## config.mk

```make
export PLATFORM = sky130hd
export DESIGN_NAME = round_referee_flat
export DESIGN_NICKNAME = d
export VERILOG_FILES = /design/src/rtl/round_referee_if.sv /design/src/rtl/round_referee.sv /design/src/flat_wrapper.sv
export SDC_FILE = /design/constraint.sdc
export NUM_CORES = 1
export LEC_CHECK = 0
export ABC_AREA = 1
export CAP_MARGIN = 25
export CORE_MARGIN = 1.5
export CORE_UTILIZATION = 38
export DETAILED_ROUTE_END_ITERATION = 16
export HOLD_SLACK_MARGIN = 0.08
export PLACE_DENSITY = 0.5
export SYNTH_ARGS = -nofsm -noshare
export SYNTH_HDL_FRONTEND = slang
export SYNTH_SLANG_ARGS = --single-unit
```

## constraint.sdc

```tcl
create_clock -name clk -period 2.05 [get_ports clk]
set_input_delay 0.41 -clock clk [delete_from_list [all_inputs] [get_ports clk]]
set_output_delay 0.41 -clock clk [all_outputs]
set_load 0.005 [all_outputs]
```

## src/rtl/round_referee_if.sv

```systemverilog
// Round interface: button pads and game state in, arbitration result out.
interface round_referee_if;
    logic pbl;
    logic pbr;
    logic game_over;
    logic winrnd;
    logic right;
    logic tie;
    logic leds_on;

    modport master (
        input  pbl,
        input  pbr,
        input  game_over,
        output winrnd,
        output right,
        output tie,
        output leds_on
    );

    modport slave (
        output pbl,
        output pbr,
        output game_over,
        input  winrnd,
        input  right,
        input  tie,
        input  leds_on
    );
endinterface

```

## src/rtl/round_referee.sv

```systemverilog
// Tug-of-war round controller: random dark wait, go-LED, first-push arbitration.
module round_referee #(
    parameter logic [15:0] MIN_WAIT   = 16'd64,
    parameter int unsigned RAND_SHIFT = 2,
    parameter logic [15:0] ON_TIMEOUT = 16'd1000
) (
    input  logic            clk,
    input  logic            rst,
    round_referee_if.master bus
);

    typedef enum logic [2:0] {
        S_RELEASE,
        S_DARK,
        S_LIT,
        S_REPORT,
        S_HOLD
    } state_t;

    state_t      state;
    state_t      state_n;

    logic [1:0]  l_sync;
    logic [1:0]  r_sync;
    logic        l_dly;
    logic        r_dly;
    logic        l_high;
    logic        r_high;
    logic        ev_l;
    logic        ev_r;
    logic        ev_any;
    logic        arb_right;
    logic        arb_tie;

    logic [7:0]  lfsr;
    logic        lfsr_fb;
    logic [15:0] rand_ext;
    logic [16:0] load_sum;
    logic [15:0] load_val;

    logic [15:0] cnt;
    logic [15:0] cnt_n;

    logic        winrnd_q;
    logic        right_q;
    logic        tie_q;
    logic        leds_q;
    logic        winrnd_n;
    logic        right_n;
    logic        tie_n;
    logic        leds_n;

    // Two flops against metastability, one more to find the rising edge.
    always_ff @(posedge clk or posedge rst) begin
        if (rst) begin
            l_sync <= 2'b00;
            r_sync <= 2'b00;
            l_dly  <= 1'b0;
            r_dly  <= 1'b0;
        end else begin
            l_sync <= {l_sync[0], bus.pbl};
            r_sync <= {r_sync[0], bus.pbr};
            l_dly  <= l_sync[1];
            r_dly  <= r_sync[1];
        end
    end

    assign l_high    = l_sync[1];
    assign r_high    = r_sync[1];
    assign ev_l      = l_high & ~l_dly;
    assign ev_r      = r_high & ~r_dly;
    assign ev_any    = ev_l | ev_r;
    assign arb_right = ev_r & ~ev_l;
    assign arb_tie   = ev_r & ev_l;

    assign lfsr_fb = lfsr[7] ^ lfsr[5] ^ lfsr[4] ^ lfsr[3];

    always_ff @(posedge clk or posedge rst) begin
        if (rst) begin
            lfsr <= 8'hA5;
        end else begin
            lfsr <= {lfsr[6:0], lfsr_fb};
        end
    end

    // Dark interval load, clamped rather than wrapping to a short wait.
    assign rand_ext = {8'b0, lfsr} << RAND_SHIFT;
    assign load_sum = {1'b0, MIN_WAIT} + {1'b0, rand_ext};
    assign load_val = load_sum[16] ? 16'hFFFF : load_sum[15:0];

    always_ff @(posedge clk or posedge rst) begin
        if (rst) begin
            state <= S_RELEASE;
            cnt   <= 16'd0;
        end else begin
            state <= state_n;
            cnt   <= cnt_n;
        end
    end

    always_comb begin
        state_n  = state;
        cnt_n    = cnt;
        winrnd_n = 1'b0;
        right_n  = right_q;
        tie_n    = tie_q;
        leds_n   = leds_q;
        unique case (state)
            S_RELEASE: begin
                leds_n = 1'b0;
                if (bus.game_over) begin
                    state_n = S_HOLD;
                end else if (!l_high && !r_high) begin
                    state_n = S_DARK;
                    cnt_n   = load_val;
                end
            end
            S_DARK: begin
                leds_n = 1'b0;
                if (bus.game_over) begin
                    state_n = S_HOLD;
                end else if (ev_any) begin
                    state_n  = S_REPORT;
                    winrnd_n = 1'b1;
                    right_n  = arb_right;
                    tie_n    = arb_tie;
                end else if (cnt == 16'd0) begin
                    state_n = S_LIT;
                    cnt_n   = ON_TIMEOUT;
                    leds_n  = 1'b1;
                end else begin
                    cnt_n = cnt - 16'd1;
                end
            end
            S_LIT: begin
                leds_n = 1'b1;
                if (bus.game_over) begin
                    state_n = S_HOLD;
                    leds_n  = 1'b0;
                end else if (ev_any) begin
                    state_n  = S_REPORT;
                    winrnd_n = 1'b1;
                    right_n  = arb_right;
                    tie_n    = arb_tie;
                end else if (cnt == 16'd0) begin
                    state_n = S_RELEASE;
                    leds_n  = 1'b0;
                end else begin
                    cnt_n = cnt - 16'd1;
                end
            end
            S_REPORT: begin
                leds_n  = 1'b0;
                state_n = bus.game_over ? S_HOLD : S_RELEASE;
            end
            S_HOLD: begin
                leds_n = 1'b0;
                if (!bus.game_over) begin
                    state_n = S_RELEASE;
                end
            end
            default: begin
                state_n = S_RELEASE;
                leds_n  = 1'b0;
            end
        endcase
    end

    always_ff @(posedge clk or posedge rst) begin
        if (rst) begin
            winrnd_q <= 1'b0;
            right_q  <= 1'b0;
            tie_q    <= 1'b0;
            leds_q   <= 1'b0;
        end else begin
            winrnd_q <= winrnd_n;
            right_q  <= right_n;
            tie_q    <= tie_n;
            leds_q   <= leds_n;
        end
    end

    assign bus.winrnd  = winrnd_q;
    assign bus.right   = right_q;
    assign bus.tie     = tie_q;
    assign bus.leds_on = leds_q;

endmodule

```

## src/flat_wrapper.sv

```systemverilog
// flat-port wrapper written by rule: the top's interface ports become plain ports
module round_referee_flat 
#(
    parameter logic [15:0] MIN_WAIT   = 16'd64,
    parameter int unsigned RAND_SHIFT = 2,
    parameter logic [15:0] ON_TIMEOUT = 16'd1000
)
  (clk, rst, bus_pbl, bus_pbr, bus_game_over, bus_winrnd, bus_right, bus_tie, bus_leds_on);
  round_referee_if bus_i ();
  input  logic clk;
  input  logic rst;
  input wire logic [$bits(bus_i.pbl)-1:0] bus_pbl;
  input wire logic [$bits(bus_i.pbr)-1:0] bus_pbr;
  input wire logic [$bits(bus_i.game_over)-1:0] bus_game_over;
  output wire logic [$bits(bus_i.winrnd)-1:0] bus_winrnd;
  output wire logic [$bits(bus_i.right)-1:0] bus_right;
  output wire logic [$bits(bus_i.tie)-1:0] bus_tie;
  output wire logic [$bits(bus_i.leds_on)-1:0] bus_leds_on;
  assign bus_i.pbl = bus_pbl;
  assign bus_i.pbr = bus_pbr;
  assign bus_i.game_over = bus_game_over;
  assign bus_winrnd = bus_i.winrnd;
  assign bus_right = bus_i.right;
  assign bus_tie = bus_i.tie;
  assign bus_leds_on = bus_i.leds_on;
  round_referee #(.MIN_WAIT(MIN_WAIT), .RAND_SHIFT(RAND_SHIFT), .ON_TIMEOUT(ON_TIMEOUT)) u_core (.clk(clk), .rst(rst), .bus(bus_i));
endmodule
```

Word level (Yosys, flattened, before mapping) --
Index checks and enable logic that the tools add are counted.
Storage, ports and cells: word-level logic and storage cells 81, output and inout port bits 4, ROM bits 0, register bits after elaboration 37, input port bits 5, memories kept 0, latch bits 0, RAM bits 0
Operators by class: $mul 0, shifts and indexed selects 0, add/sub/neg operators 2, multiplexer cells 31, reductions and logical operators 10, $lt $le $gt $ge 0, equal/unequal tests 15, bitwise operators 12, divide/modulo/power cells 0
Operator list (count):
- 2-to-1 mux 16 bit | 9
- case mux 16 bit (3 select lines) | 1
- 2-to-1 mux 3 bit | 10
- zero test 16 bit | 1
- subtractor 16 x 1 -> 16 bit (second input constant) | 1
- case mux 3 bit (5 select lines) | 1
- != test 2 bit (second input constant) | 7
- adder 7 x 10 -> 11 bit (first input constant) | 1
- 2-to-1 mux 1 bit | 9
- != test 4 x 2 -> 1 bit (second input constant) | 2
- AND reduction 8 bit | 1
- equality test 3 x 2 -> 1 bit (second input constant) | 2
- AND 1 bit | 4
- inverter 1 bit | 4
- AND reduction 4 bit | 1
- equality test 3 x 1 -> 1 bit (second input constant) | 1
- equality test 3 bit (second input constant) | 1
- zero test 3 bit | 1
- != test 3 x 2 -> 1 bit (second input constant) | 1
- AND reduction 3 bit | 1
- nonzero test 3 bit | 1
- XOR 1 bit | 3
- zero test 1 bit | 2
- != test 2 x 1 -> 1 bit (second input constant) | 1
- 4 further kinds | 4

Longest topological paths before layout --
word-level depth 6, mapped depth 12, depth with buffers taken out 12

Least setup slack after synthesis --
OpenSTA, ideal clock, no wires.
kind register -> register, start reg u_core.cnt[0], end reg u_core.cnt[10], clock period less this slack 1620 ps, required time 1935 ps, data arrival time 1506 ps, path buffers 1, slack 430 ps, setup time 115 ps, cell stages (with the launch flop) 13, cells stage by stage dfrtp_1 > inv_1 > ha_1 > nand3_4 > nor2_2 > nand2_4 > nand2_4 > nand2_4 > nand2_8 > inv_6 > buf_12 > nand2_2 > nand2_2
Between the ends: longest elaborated chain between the ends 5, elaborated cells between the ends (all ways) 11, those cells by class add/sub (1); eq/ne (1); mux (7); reduce/logical (2)
RTL lines:
- start, declared | RTL line round_referee.sv:41 | logic [15:0] cnt;
- start signal, assigned | RTL line round_referee.sv:97 | cnt <= cnt_n;
- subtractor 16 x 1 -> 16 bit / zero test 16 bit (equally long branches)
- 2-to-1 mux 16 bit (on tied branches) | RTL line round_referee.sv:145, round_referee.sv:127
- 2-to-1 mux 16 bit (on tied branches) | RTL line round_referee.sv:140, round_referee.sv:122
- 2-to-1 mux 16 bit (on tied branches) | RTL line round_referee.sv:137, round_referee.sv:120
- case mux 16 bit (3 select lines) | RTL line round_referee.sv:108 | unique case (state)
Parallel ways exist; a longest one is shown, timed or not. The select of a mux whose other input is x is not followed. A chain may end at the register's enable or synchronous reset.

Worst setup path in the final report --
start reg u_core.cnt[0], end reg u_core.cnt[1]
The elaborated chain is that of the path after synthesis.

==> impl_metrics.yaml <==
run:
  maxCapViolations: 0
sta:
  finalSetupViolations: 0
  setup-tns-final_ps: 0
  period_share: 0.8779
  rsz0062_at_grt: "false"
  max_clock_freq_ghz: 0.5557
  relSlewSlack: 0.6941
  maxSlewViolCount: 0
  finalCriticalPeriod_ps: 1800
  finalHoldViolations: 0
  finClkSkew_ps: 6.273
  worst_pin_slew_ps: 458.9
die:
  fp.coreArea_um2: 5473
  die_area_um2: 6072
  rows: 27
  start_util: 0.3898
  pin_count: 9
  chipHeight_um: 77.93
  die_w_um: 77.93
finish:
  drive_gt1_frac: 0.2324
  final_area_um2: 2386
  final_nets: 290
  antenna_cells: 0
  syn_to_final_growth_pct: 11.85
place:
  gp_congestion: 0.7834
  io_buffers: 8
  placed_area_um2: 2295
  hpwl_um: 3192
clock_network:
  htree_num_levels: 2
  clockBufferDepth: 2
  post_cts_resized: 0
  root_buffer: "clkbuf_8"
  cts_buffers: 5
  clkLatencyLatePin_ps: 290
  cts_hold_buf: 0
  cts.clk_slew.worst_paths_ps: 80
  cts_tree: "done"
  postCtsSetupRepairBufs: 0
  numClockSinks: 37
global_route:
  grt_pass1_vias: 1640
  grt_overflow: 0
  gr-usage-met2: 0.2496
  grt_max_degree: 38
  antenna_found_initial: 0
  grt_most_used_layer: "met2"
  grt_pass1_wl_um: 7831
  grtUsageTotal: 0.1658
  met3_usage: 0.03529
  grtUsageMet1: 0.2386
worst_setup_path:
  end_kind: "flip-flop"
  critPathKind: "flip-flop to flip-flop"
  critPathMaxFanout: 17
  crit_required_ps: 2220
  crit_arrival_ps: 1970
  cp-start-kind: "flip-flop"
route:
  drcViolationCount: 0
  ant_nets: 0
  post_drt_wl_per_cell_um: 12.44
  num_vias: 1668
  dr.pass1.iters: 4
  drt_iter0_drc: 95
  drt-vias-per-instance: 4.685
  wl_um: 4428
worst_hold_path:
  hold_class: "flip-flop to flip-flop"
logic_synthesis:
  synth_fp_nets: 274
  ys_types: 31
  synth_area_um2: 2133
  ys_seq_area_frac: 0.4364
  synth_cells: 267
  postSynthAreaPerCell_um2: 7.990
  ys_ff_latch: 37
  ys_warn_count: 0
pwr:
  p_leak_nw: 1.231
  ir_drop_uv: 324.5
  power_density_nw_per_um2: 805.4
run_status:
  status: "finished clean"
## metal layers
metal / wire (µm) / vias to the layer above
met4: 44 / 0
met5: 0 / -
li1: - / 876
met3: 126 / 5
met1: 2340 / 768
met2: 1916 / 19
## cell families after synthesis
family                   after synthesis  share of synthesized area
AND/OR/NAND/NOR                      163                     0.3830
flip-flops                            37                     0.4364
buffers and inverters                 35                    0.07508
AO/OA/AOI/OAI                         21                    0.05689
XOR/XNOR                               9                    0.03695
adder cells (fa/ha/maj)                2                    0.01173
## state kept, by name (all words and copies together), names as in the netlist
signal / cells
u_core.bus.leds_on: 1
u_core.r_sync: 2
u_core.lfsr: 8
u_core.bus.tie: 1
u_core.state: 3
u_core.cnt: 16
u_core.r_dly: 1
u_core.bus.right: 1
u_core.bus.winrnd: 1
u_core.l_sync: 2
u_core.l_dly: 1
## synth_stat cells, drive strengths merged
library cell,number,area (µm²)
nand4,6,37.54
o31ai,3,22.52
a31oi,2,12.51
o2111ai,1,8.760
ha,2,25.02
nor2,35,161.4
nand3,21,137.6
nand3b,3,22.52
nand2,96,446.7
nor3,1,5.000
a21oi,1,5.000
xnor2,6,52.55
o211ai,1,7.510
xor2,3,26.28
dfstp,4,105.1
or2,1,6.260
buf,2,31.28
o21ai,13,65.06
dfrtp,33,825.8
inv,33,128.9
## worst max-delay path, stage by stage (launching register included)
cell     delay (ps)
dfrtp_1         380
inv_1            90
ha_1            240
nand3_4         160
nor2_2          180
nand2_4         110
nand2_4         100
nand2_4          70
nand2_8         130
inv_6           100
nand2_1          60
o21ai_1          60
## worst paths after layout
check | from | to | slack [ps] | depth (start not counted)
setup reg to reg | u_core.cnt[0] | u_core.cnt[1] | 250 | 11
min in group asynchronous | rst | u_core.l_sync[0] | 520 | 3
setup / recovery | u_core.cnt[0] | u_core.cnt[1] | 250 | 11
max in group asynchronous | rst | u_core.lfsr[7] | 1180 | 3
hold / removal | u_core.l_sync[0] | u_core.l_sync[1] | 350 | 0
hold reg to reg | u_core.l_sync[0] | u_core.l_sync[1] | 350 | 0
## through the flow
step / utilization / setup WS [ps] / std cells / total power [mW] / hold WS, ps
floorplan: - / 429.5 / 267 / 1.297 / 331.2
global placement: 0.4193 / 188.2 / 348 / 1.418 / 333.3
detailed placement: 0.4193 / 160.1 / 348 / 1.420 / 336.5
CTS: 0.4360 / 236.1 / 356 / 1.951 / 354.9
global route: 0.4360 / 111.3 / 356 / 2.082 / 369.9
finish: 0.4360 / 250.4 / 356 / 1.922 / 351.3
## final cells by class
cell class                      instances  area [µm²]
Timing Repair Buffer                   11       102.6
Clock buffer                            5       68.82
Clock inverter                          3       22.52
Inverter                               33       128.9
Tap cell                               72       90.09
Multi-Input combinational cell        195        1042
Fill cell                             596        3087
Sequential cell                        37       930.9
## report_power, final
part,switching [mW],internal [mW]
logic,0.374,0.204
registers,0.0513,0.777
clock network,0.275,0.241
total,0.700,1.22
## cell usage in the layout (no fill, tap or decap), types with 4 or more instances in the layout
master / Yosys / layout
xnor2_1: 6 / 6
dfrtp_1: 33 / 33
nor2_1: 25 / 25
inv_2: 11 / 11
clkbuf_8: 0 / 5
nand2_2: 19 / 19
nand4_1: 6 / 6
nand3_1: 16 / 16
nand3_2: 4 / 4
clkdlybuf4s50_1: 0 / 8
o21ai_0: 9 / 9
inv_1: 21 / 21
nand2_1: 73 / 73
o21ai_1: 4 / 4
nor2_2: 9 / 9
dfstp_2: 4 / 4
(Power assumes the default switching activity.)
